## src/rtl/seq_divider_if.sv

```systemverilog
// Handshake bundle between the execute-stage mul/div unit and the sequential divider.
// Latency: n/a (wires only).
// Backpressure: none; start is only honoured while busy is low, cancel kills an in-flight op.
//   master: drives start/op/a/b/cancel, receives result/busy/done
//   slave : the divider itself
interface seq_divider_if #(
    parameter int WIDTH = 32
);
    logic             start;
    logic [1:0]       op;      // 00 DIV, 01 DIVU, 10 REM, 11 REMU
    logic [WIDTH-1:0] a;       // dividend
    logic [WIDTH-1:0] b;       // divisor
    logic             cancel;
    logic [WIDTH-1:0] result;  // quotient or remainder, held until the next done
    logic             busy;
    logic             done;

    modport master (
        output start, op, a, b, cancel,
        input  result, busy, done
    );

    modport slave (
        input  start, op, a, b, cancel,
        output result, busy, done
    );
endinterface

```

## src/rtl/seq_divider.sv

```systemverilog
// Radix-2 restoring divider for DIV/DIVU/REM/REMU with RISC-V divide-by-zero and overflow results.
// Latency: WIDTH+1 cycles start->done for normal ops, 1 cycle for divide-by-zero / signed overflow.
// Backpressure: start ignored while busy (no queueing); cancel while busy returns to idle with no done.
//   clk_i, rst_i (async, active-high); div_if.slave carries start/op/a/b/cancel in, result/busy/done out.
module seq_divider #(
    parameter int WIDTH = 32
) (
    input  logic          clk_i,
    input  logic          rst_i,
    seq_divider_if.slave  div_if
);

    localparam int CW = $clog2(WIDTH + 1);

    typedef enum logic [1:0] {
        IDLE,
        CALC,
        FIX
    } state_t;

    state_t           state_q, state_d;
    logic [1:0]       op_q, op_d;
    logic [WIDTH-1:0] quo_q, quo_d;       // dividend shifts out MSB-first while quotient shifts in
    logic [WIDTH-1:0] dvs_q, dvs_d;       // divisor magnitude
    logic [WIDTH:0]   rem_q, rem_d;       // partial remainder, one bit wider than the divisor
    logic [CW-1:0]    cnt_q, cnt_d;
    logic             qneg_q, qneg_d;
    logic             rneg_q, rneg_d;
    logic             special_q, special_d; // quo_q already holds the final answer
    logic [WIDTH-1:0] result_q, result_d;
    logic             done_q, done_d;

    logic             is_signed;
    logic             a_neg, b_neg;
    logic [WIDTH-1:0] a_mag, b_mag;
    logic [WIDTH:0]   rem_shift;
    logic             ge;
    logic [WIDTH-1:0] sel;
    logic             neg;
    logic [WIDTH-1:0] fixed;

    always_ff @(posedge clk_i or posedge rst_i) begin
        if (rst_i) begin
            state_q   <= IDLE;
            op_q      <= '0;
            quo_q     <= '0;
            dvs_q     <= '0;
            rem_q     <= '0;
            cnt_q     <= '0;
            qneg_q    <= 1'b0;
            rneg_q    <= 1'b0;
            special_q <= 1'b0;
            result_q  <= '0;
            done_q    <= 1'b0;
        end else begin
            state_q   <= state_d;
            op_q      <= op_d;
            quo_q     <= quo_d;
            dvs_q     <= dvs_d;
            rem_q     <= rem_d;
            cnt_q     <= cnt_d;
            qneg_q    <= qneg_d;
            rneg_q    <= rneg_d;
            special_q <= special_d;
            result_q  <= result_d;
            done_q    <= done_d;
        end
    end

    always_comb begin
        state_d   = state_q;
        op_d      = op_q;
        quo_d     = quo_q;
        dvs_d     = dvs_q;
        rem_d     = rem_q;
        cnt_d     = cnt_q;
        qneg_d    = qneg_q;
        rneg_d    = rneg_q;
        special_d = special_q;
        result_d  = result_q;
        done_d    = 1'b0;

        // op[0]==0 selects the signed variants (DIV, REM)
        is_signed = ~div_if.op[0];
        a_neg     = is_signed & div_if.a[WIDTH-1];
        b_neg     = is_signed & div_if.b[WIDTH-1];
        // Negating the most negative value wraps to itself, which read unsigned is the right magnitude
        a_mag     = a_neg ? -div_if.a : div_if.a;
        b_mag     = b_neg ? -div_if.b : div_if.b;

        rem_shift = {rem_q[WIDTH-1:0], quo_q[WIDTH-1]};
        ge        = (rem_shift >= {1'b0, dvs_q});

        sel       = op_q[1] ? rem_q[WIDTH-1:0] : quo_q;
        neg       = op_q[1] ? rneg_q : qneg_q;
        fixed     = special_q ? quo_q : (neg ? -sel : sel);

        unique case (state_q)
            IDLE: begin
                if (div_if.start) begin
                    op_d      = div_if.op;
                    quo_d     = a_mag;
                    dvs_d     = b_mag;
                    rem_d     = '0;
                    cnt_d     = '0;
                    qneg_d    = a_neg ^ b_neg;
                    rneg_d    = a_neg;
                    special_d = 1'b0;
                    state_d   = CALC;
                    if (div_if.b == '0) begin
                        special_d = 1'b1;
                        quo_d     = div_if.op[1] ? div_if.a : '1;
                        state_d   = FIX;
                    end else if (is_signed && div_if.a == {1'b1, {(WIDTH-1){1'b0}}}
                                 && div_if.b == '1) begin
                        special_d = 1'b1;
                        quo_d     = div_if.op[1] ? '0 : div_if.a;
                        state_d   = FIX;
                    end
                end
            end
            CALC: begin
                if (div_if.cancel) begin
                    state_d = IDLE;
                end else begin
                    rem_d = ge ? (rem_shift - {1'b0, dvs_q}) : rem_shift;
                    quo_d = {quo_q[WIDTH-2:0], ge};
                    cnt_d = cnt_q + CW'(1);
                    if (cnt_q == CW'(WIDTH - 1)) begin
                        state_d = FIX;
                    end
                end
            end
            FIX: begin
                state_d = IDLE;
                if (!div_if.cancel) begin
                    result_d = fixed;
                    done_d   = 1'b1;
                end
            end
            default: state_d = IDLE;
        endcase
    end

    assign div_if.result = result_q;
    assign div_if.busy   = (state_q != IDLE);
    assign div_if.done   = done_q;

endmodule

```

## src/flat_wrapper.sv

```systemverilog
// flat-port wrapper written by rule: the top's interface ports become plain ports
module seq_divider_flat 
#(
    parameter int WIDTH = 32
)
  (clk_i, rst_i, div_if_start, div_if_op, div_if_a, div_if_b, div_if_cancel, div_if_result, div_if_busy, div_if_done);
  seq_divider_if #(.WIDTH(WIDTH)) div_if_i ();
  input  logic clk_i;
  input  logic rst_i;
  input wire logic [$bits(div_if_i.start)-1:0] div_if_start;
  input wire logic [$bits(div_if_i.op)-1:0] div_if_op;
  input wire logic [$bits(div_if_i.a)-1:0] div_if_a;
  input wire logic [$bits(div_if_i.b)-1:0] div_if_b;
  input wire logic [$bits(div_if_i.cancel)-1:0] div_if_cancel;
  output wire logic [$bits(div_if_i.result)-1:0] div_if_result;
  output wire logic [$bits(div_if_i.busy)-1:0] div_if_busy;
  output wire logic [$bits(div_if_i.done)-1:0] div_if_done;
  assign div_if_i.start = div_if_start;
  assign div_if_i.op = div_if_op;
  assign div_if_i.a = div_if_a;
  assign div_if_i.b = div_if_b;
  assign div_if_i.cancel = div_if_cancel;
  assign div_if_result = div_if_i.result;
  assign div_if_busy = div_if_i.busy;
  assign div_if_done = div_if_i.done;
  seq_divider #(.WIDTH(WIDTH)) u_core (.clk_i(clk_i), .rst_i(rst_i), .div_if(div_if_i));
endmodule
```

## config.mk

```make
export PLATFORM = sky130hd
export DESIGN_NAME = seq_divider_flat
export DESIGN_NICKNAME = d
export VERILOG_FILES = /design/src/rtl/seq_divider_if.sv /design/src/rtl/seq_divider.sv /design/src/flat_wrapper.sv
export SDC_FILE = /design/constraint.sdc
export NUM_CORES = 1
export LEC_CHECK = 0
export ABC_AREA = 1
export CAP_MARGIN = 15
export CELL_PAD_IN_SITES_DETAIL_PLACEMENT = 1
export CELL_PAD_IN_SITES_GLOBAL_PLACEMENT = 1
export CORE_MARGIN = 1
export CORE_UTILIZATION = 34
export CTS_CLUSTER_SIZE = 20
export DETAILED_ROUTE_END_ITERATION = 10
export HOLD_SLACK_MARGIN = 0.06
export PLACE_DENSITY_LB_ADDON = 0.1
export SYNTH_ARGS = -nofsm -noshare
export SYNTH_HDL_FRONTEND = slang
export SYNTH_SLANG_ARGS = --single-unit
```

## constraint.sdc

```tcl
create_clock -name clk_i -period 5.51 [get_ports clk_i]
set_input_delay 1.102 -clock clk_i [delete_from_list [all_inputs] [get_ports clk_i]]
set_output_delay 1.102 -clock clk_i [all_outputs]
set_load 0.02 [all_outputs]
```

---- After elaboration in Yosys (flattened, before gate mapping) ----
Index checks and enable logic that the tools add are counted.
word-level totals
  input bits .............................. 70
  output and inout port bits .............. 34
  flip-flop bits (word level) ............. 142
  logic and storage cells ................. 70
operators by class
  magnitude comparators ................... 1
  add/sub/neg operators ................... 5
  muxes and demuxes ....................... 30
  eq/ne operators ......................... 8
  bitwise operators ....................... 5
  reductions and logical operators ........ 10
operators by type and width
  operator                count
  $mux W32                14
  $pmux W32 S2            2
  $neg A32 Y32            3
  $eq A32 B32 Y1 const B  2
  $ge A33 B32 Y1          1
  $logic_not A32 Y1       1
  $sub A32 B32 Y32        1
  $mux W6                 2
  $pmux W6 S2             1
  $mux W2                 5
  $add A6 B1 Y6 const B   1
  $eq A6 B5 Y1 const B    1
  $reduce_and A2 Y1       3
  $mux W1                 5
  $ne A2 B2 Y1 const B    2
  $pmux W2 S2             1
  $reduce_bool A2 Y1      2
  $ne A3 B2 Y1 const B    1
  $reduce_and A3 Y1       1
  $and A1 B1 Y1           2
  $eq A2 B1 Y1 const B    1
  $eq A2 B2 Y1 const B    1
  $logic_and A1 B1 Y1     2
  $logic_not A2 Y1        1
  other kinds (2)         3

---- Logic depth before layout (Yosys ltp) ----
  word-level depth ........................ 7
  mapped depth ............................ 17
  gate-level depth less buffers ........... 16

---- Worst setup path before layout ----
Ideal clock, no wire load.
  path type ............................... in2reg
  from .................................... input div_if_a[1]
  to ...................................... register u_core.quo_q[7]
  data required time ...................... 5.388 ns
  data arrival time ....................... 2.481 ns
  stages on the path ...................... 12
  slack ................................... 2.907 ns
  cells stage by stage .................... inv_1 > ha_1 > nand3_1 > nor2_2 > nand2_2 > nor2_2 > nand3_2 > buf_2 > nand2_1 > nand2_1 > nand3_1 > a21oi_1
on the way
  longest elaborated chain between the ends .. 7
RTL lines
  what                                                                  RTL line            RTL
  start, declared                                                       flat_wrapper.sv:12  input wire logic [$bits(div_if_i.a)-1:0] div_if_a;
  parallel branches: the longest is 3 deep, another holds $neg A32 Y32  -
  $mux W32 (*)                                                          seq_divider.sv:114  end else if (is_signed && div_if.a == {1'b1, {(WIDTH-1){1'b0}}}
  $mux W32 (*)                                                          seq_divider.sv:110  if (div_if.b == '0) begin
  $mux W32 (*)                                                          seq_divider.sv:100  if (div_if.start) begin
  $pmux W32 S2 (*)                                                      seq_divider.sv:98   unique case (state_q)
  end signal, assigned                                                  seq_divider.sv:58   quo_q <= quo_d;
  end, declared                                                         seq_divider.sv:23   logic [WIDTH-1:0] quo_q, quo_d;
Every way passes the cells marked *. The select of a mux whose other input is x is not followed.
A chain may end at the register's enable or synchronous reset.

---- Worst setup path in the final report ----
  from .................................... register u_core.dvs_q[15]
  to ...................................... register u_core.rem_q[16]
on the way
  longest elaborated chain between the ends .. 4
RTL lines
  what                                                RTL line                               RTL
  start, declared                                     seq_divider.sv:24                      logic [WIDTH-1:0] dvs_q, dvs_d;
  start signal, assigned                              seq_divider.sv:59                      dvs_q <= dvs_d;
  $sub A32 B32 Y32 or $ge A33 B32 Y1 (tied branches)  seq_divider.sv:126, seq_divider.sv:92
  $mux W32 (*)                                        seq_divider.sv:126                     rem_d = ge ? (rem_shift - {1'b0, dvs_q}) : rem_shift;
  $mux W32 (*)                                        seq_divider.sv:123                     if (div_if.cancel) begin
  $pmux W32 S2 (*)                                    seq_divider.sv:98
  end signal, assigned                                seq_divider.sv:60                      rem_q <= rem_d;
  end, declared                                       seq_divider.sv:25                      logic [WIDTH:0] rem_q, rem_d;
Mark *: on every way between the ends. The rest lies on a longest branch, timed or not. The select of a mux whose other input is x is not followed.

==> metrics <==
Switching Power=between 4 and 5 mW; Final Non-Filler Cells=about 2700; Internal=between 3 and 4 mW; Finish-stage setup viols=0; number of H-tree levels=4; CP endpoint kind=flop; Inst Count DP=~2700; Rel. slew slack=between 30% and 40%; sw frac=55.2%; drt wl/cell=about 19 µm; final setup TNS=0 ns; Vias/cell=5.17; Cell variety after synth=44; routability cong.=0.926; synth cell count leaders=nand2_1 (725), inv_1 (281), nand3_1 (239); Port Buffers=slightly above 100; hold endpoint=u_core.div_if.result[13]; largest net degree at the start of global routing=80; sequential share of power=21.6%; Syn Nets=~2300; Final Hold Violating Endpoints=0; vias in the first global route=roughly 14000; gr usage total=between 20% and 30%; Worst EP arrival=slightly below 4 ns; cell with the most instances after synthesis=nand2_1; Yosys top cell area share=between 20% and 30%; HP Class=flop to flop; # IOs=about 100; register area share after synthesis=roughly 27%; r2r endpoint=u_core.rem_q[16]; CTS clk-pin slew, worst paths=roughly 0.06 ns; RSZ-0062 raised after global routing=false; Worst R2R Setup Slack=approximately 2.0 ns; CP max FO=34; total CTS buffers=17; CTS Sinks=about 140; Yosys top cell by area=dfrtp_1; synthesis-to-layout area growth=15.1%; Post-synth EDFFs=0; Die Area=about 39000 µm²; Max Cap Violations=0; antenna violations before repair=0; die height=197 µm; DR vias=~14000; num rows=71; global route overflow=0; WS Path Type=flop to flop; synthesized area=around 13000 µm²; Yosys warning count=0; Max Slew Vio Count=0; worst skew pair latency=between 0.4 and 0.5 ns; CP peak stage delay=just under 0.6 ns; dpl hpwl=41500 µm; Static Leakage=about 7.6 nW; VDD IR-drop max=~0.19 mV; # nets final=approximately 2300; # DRC=0; Max Freq=~290 MHz; synthesized flop and latch total=~140; worst hold stages=2; r2r startpoint=u_core.dvs_q[15]; Hold Buf Count CTS=0; Post-CTS Setup Inserts=0; synthesized instance count=approximately 2200; WHS=between 0.4 and 0.5 ns; Die Wd=197 µm; Util after Layout=around two fifths; Clock power frac=between 10% and 20%; critical path cell sequence=inv_1 -> ha_1 -> nand2_1 -> inv_1 -> nand2_1 -> nand3_1 -> inv_1 -> nand2_1 -> inv_1 -> nand2_1 -> nand2_2 -> nand2_2 -> nand3_1 -> nand3_1 -> nand2_1; crit start category=flop; layout cells sized above 1=around 4.5%; HP Start=u_core.div_if.result[13]; Combinational Power Share=65.6%; 1st-iter DRT viols=a little over 900; CTS resizes=0; Tmin final=3.51 ns; Synth Area per Inst=between 5 and 6 µm²; Core ar.=37600 µm²; Total Power=8.73 mW; R2R depth=15; most numerous cell on the critical path=nand2_1; diode count=0; Post-synth ARST share=between 90% and 100%; Starting Density=34.4%; final period utilization=around 64%; CTS Root Cell=clkbuf_16; Main synth FF type=dfrtp_1; pwr/cell area=slightly below 600 nW/µm²; drt pass-1 iters=7; Critical Path RT=approximately 5.9 ns; skew final=approximately 0.015 ns; status=completed; TritonCTS clock tree=built; Routed Antenna Nets=0; global-route wire length before repair=roughly 80000 µm; WL final=approximately 52000 µm; Worst Tran Pin Value=0.964 ns; Max Root-Sink Buffers=2; Synth area leaders=dfrtp_1 (27%), nand2_1 (21%), nand3_1 (9.3%); Slowest-stage cell, CP=nand2_2
-- registers in the layout (all words and copies together) (netlist names) --
| register | flops |
|---|---|
| u_core.dvs_q | 32 |
| u_core.state_q | 2 |
| u_core.quo_q | 32 |
| u_core.qneg_q | 1 |
| u_core.special_q | 1 |
| u_core.rneg_q | 1 |
| u_core.op_q | 1 |
| u_core.div_if.result | 32 |
| u_core.cnt_q | 6 |
| u_core.div_if.done | 1 |
| u_core.rem_q | 32 |
-- routing by layer --
layer | GRT usage [%] | part of all wire (%) | vias to the layer above
met5 | 0 | 0 | -
met4 | 7.09 | 2.0 | 0
met3 | 2.65 | 3.2 | 47
met2 | 44.5 | 46 | 256
met1 | 39.0 | 49 | 6879
li1 | - | - | 7021
-- cells in the final DEF, fill, tap and decap left out, types with 3 or more instances in the layout --
cell             instances
nor3_1                  14
inv_1                  280
o21ai_0                117
o21bai_1                10
nor2_4                   5
a22oi_1                  7
nor2_2                  16
nand3b_1                 7
inv_6                    4
a21o_1                   3
nor2_1                 205
a21oi_1                127
clkinv_4                 3
clkbuf_16               17
nand3_1                238
nand2_2                 13
o221ai_1                 4
o21ai_1                 11
xor2_1                  33
nand4_1                 32
nand3_2                  7
o22ai_1                  5
clkinv_2                 3
buf_4                   16
ha_1                    37
xnor2_1                 20
nand2_1                725
inv_2                    5
dfrtp_1                140
clkdlybuf4s50_1        103
o31ai_1                  5
-- cells by family after synthesis --
| family | Yosys count | synth area share, % |
|---|---|---|
| fa+ha+maj | 38 | 3.74 |
| buf+inv | 363 | 11.5 |
| simple gates | 1271 | 41.7 |
| flops | 141 | 27.3 |
| xor+xnor | 53 | 3.59 |
| compound gates | 295 | 12.2 |
-- power groups by stage --
stage / clock, mW / combinational [mW] / sequential (mW)
floorplan: 0 / 3.90 / 1.83
global placement: 0 / 5.59 / 1.87
detailed placement: 0 / 5.67 / 1.90
CTS: 1.14 / 5.71 / 1.88
global route: 1.18 / 6.39 / 1.93
finish: 1.12 / 5.73 / 1.88
-- per-stage QoR --
| stage | area (µm²) | setup WS, ns |
|---|---|---|
| after global routing | 14900 | 1.81 |
| after CTS | 14900 | 2.05 |
| after floorplan | 12900 | 0.627 |
| after global placement | 14300 | 1.77 |
| after detailed placement | 14300 | 1.73 |
| final | 14900 | 2.00 |
-- worst max path at each step --
stage	from	end	slack [ns]	cells after the start
after floorplan	rst_i	u_core.cnt_q[0]	0.63	1
after global placement	div_if_op[0]	u_core.quo_q[4]	1.77	9
after detailed placement	div_if_op[0]	u_core.quo_q[25]	1.73	11
after CTS	u_core.rem_q[15]	u_core.rem_q[21]	2.05	14
after global routing	u_core.dvs_q[15]	u_core.rem_q[24]	1.81	15
final	u_core.dvs_q[15]	u_core.rem_q[16]	2.00	15
-- worst max-delay path: cells and delay by family, from the launching register on --
| family | cells | cell delay, ns |
|---|---|---|
| and+or+nand+nor | 10 | 2.26 |
| buffers and inverters | 4 | 0.42 |
| DFF | 1 | 0.39 |
| adders and majority gates | 1 | 0.34 |
-- cell type report --
cell class                      count  area, µm²
Fill cell                        5052      22700
Sequential cell                   141       3530
Multi-Input combinational cell   1657       7920
Inverter                          288       1090
Tap cell                          511        639
Clock buffer                       19        443
Timing Repair Buffer              119       1150
Clock inverter                     12        113
No activity file was read; power rests on OpenSTA's default activity.
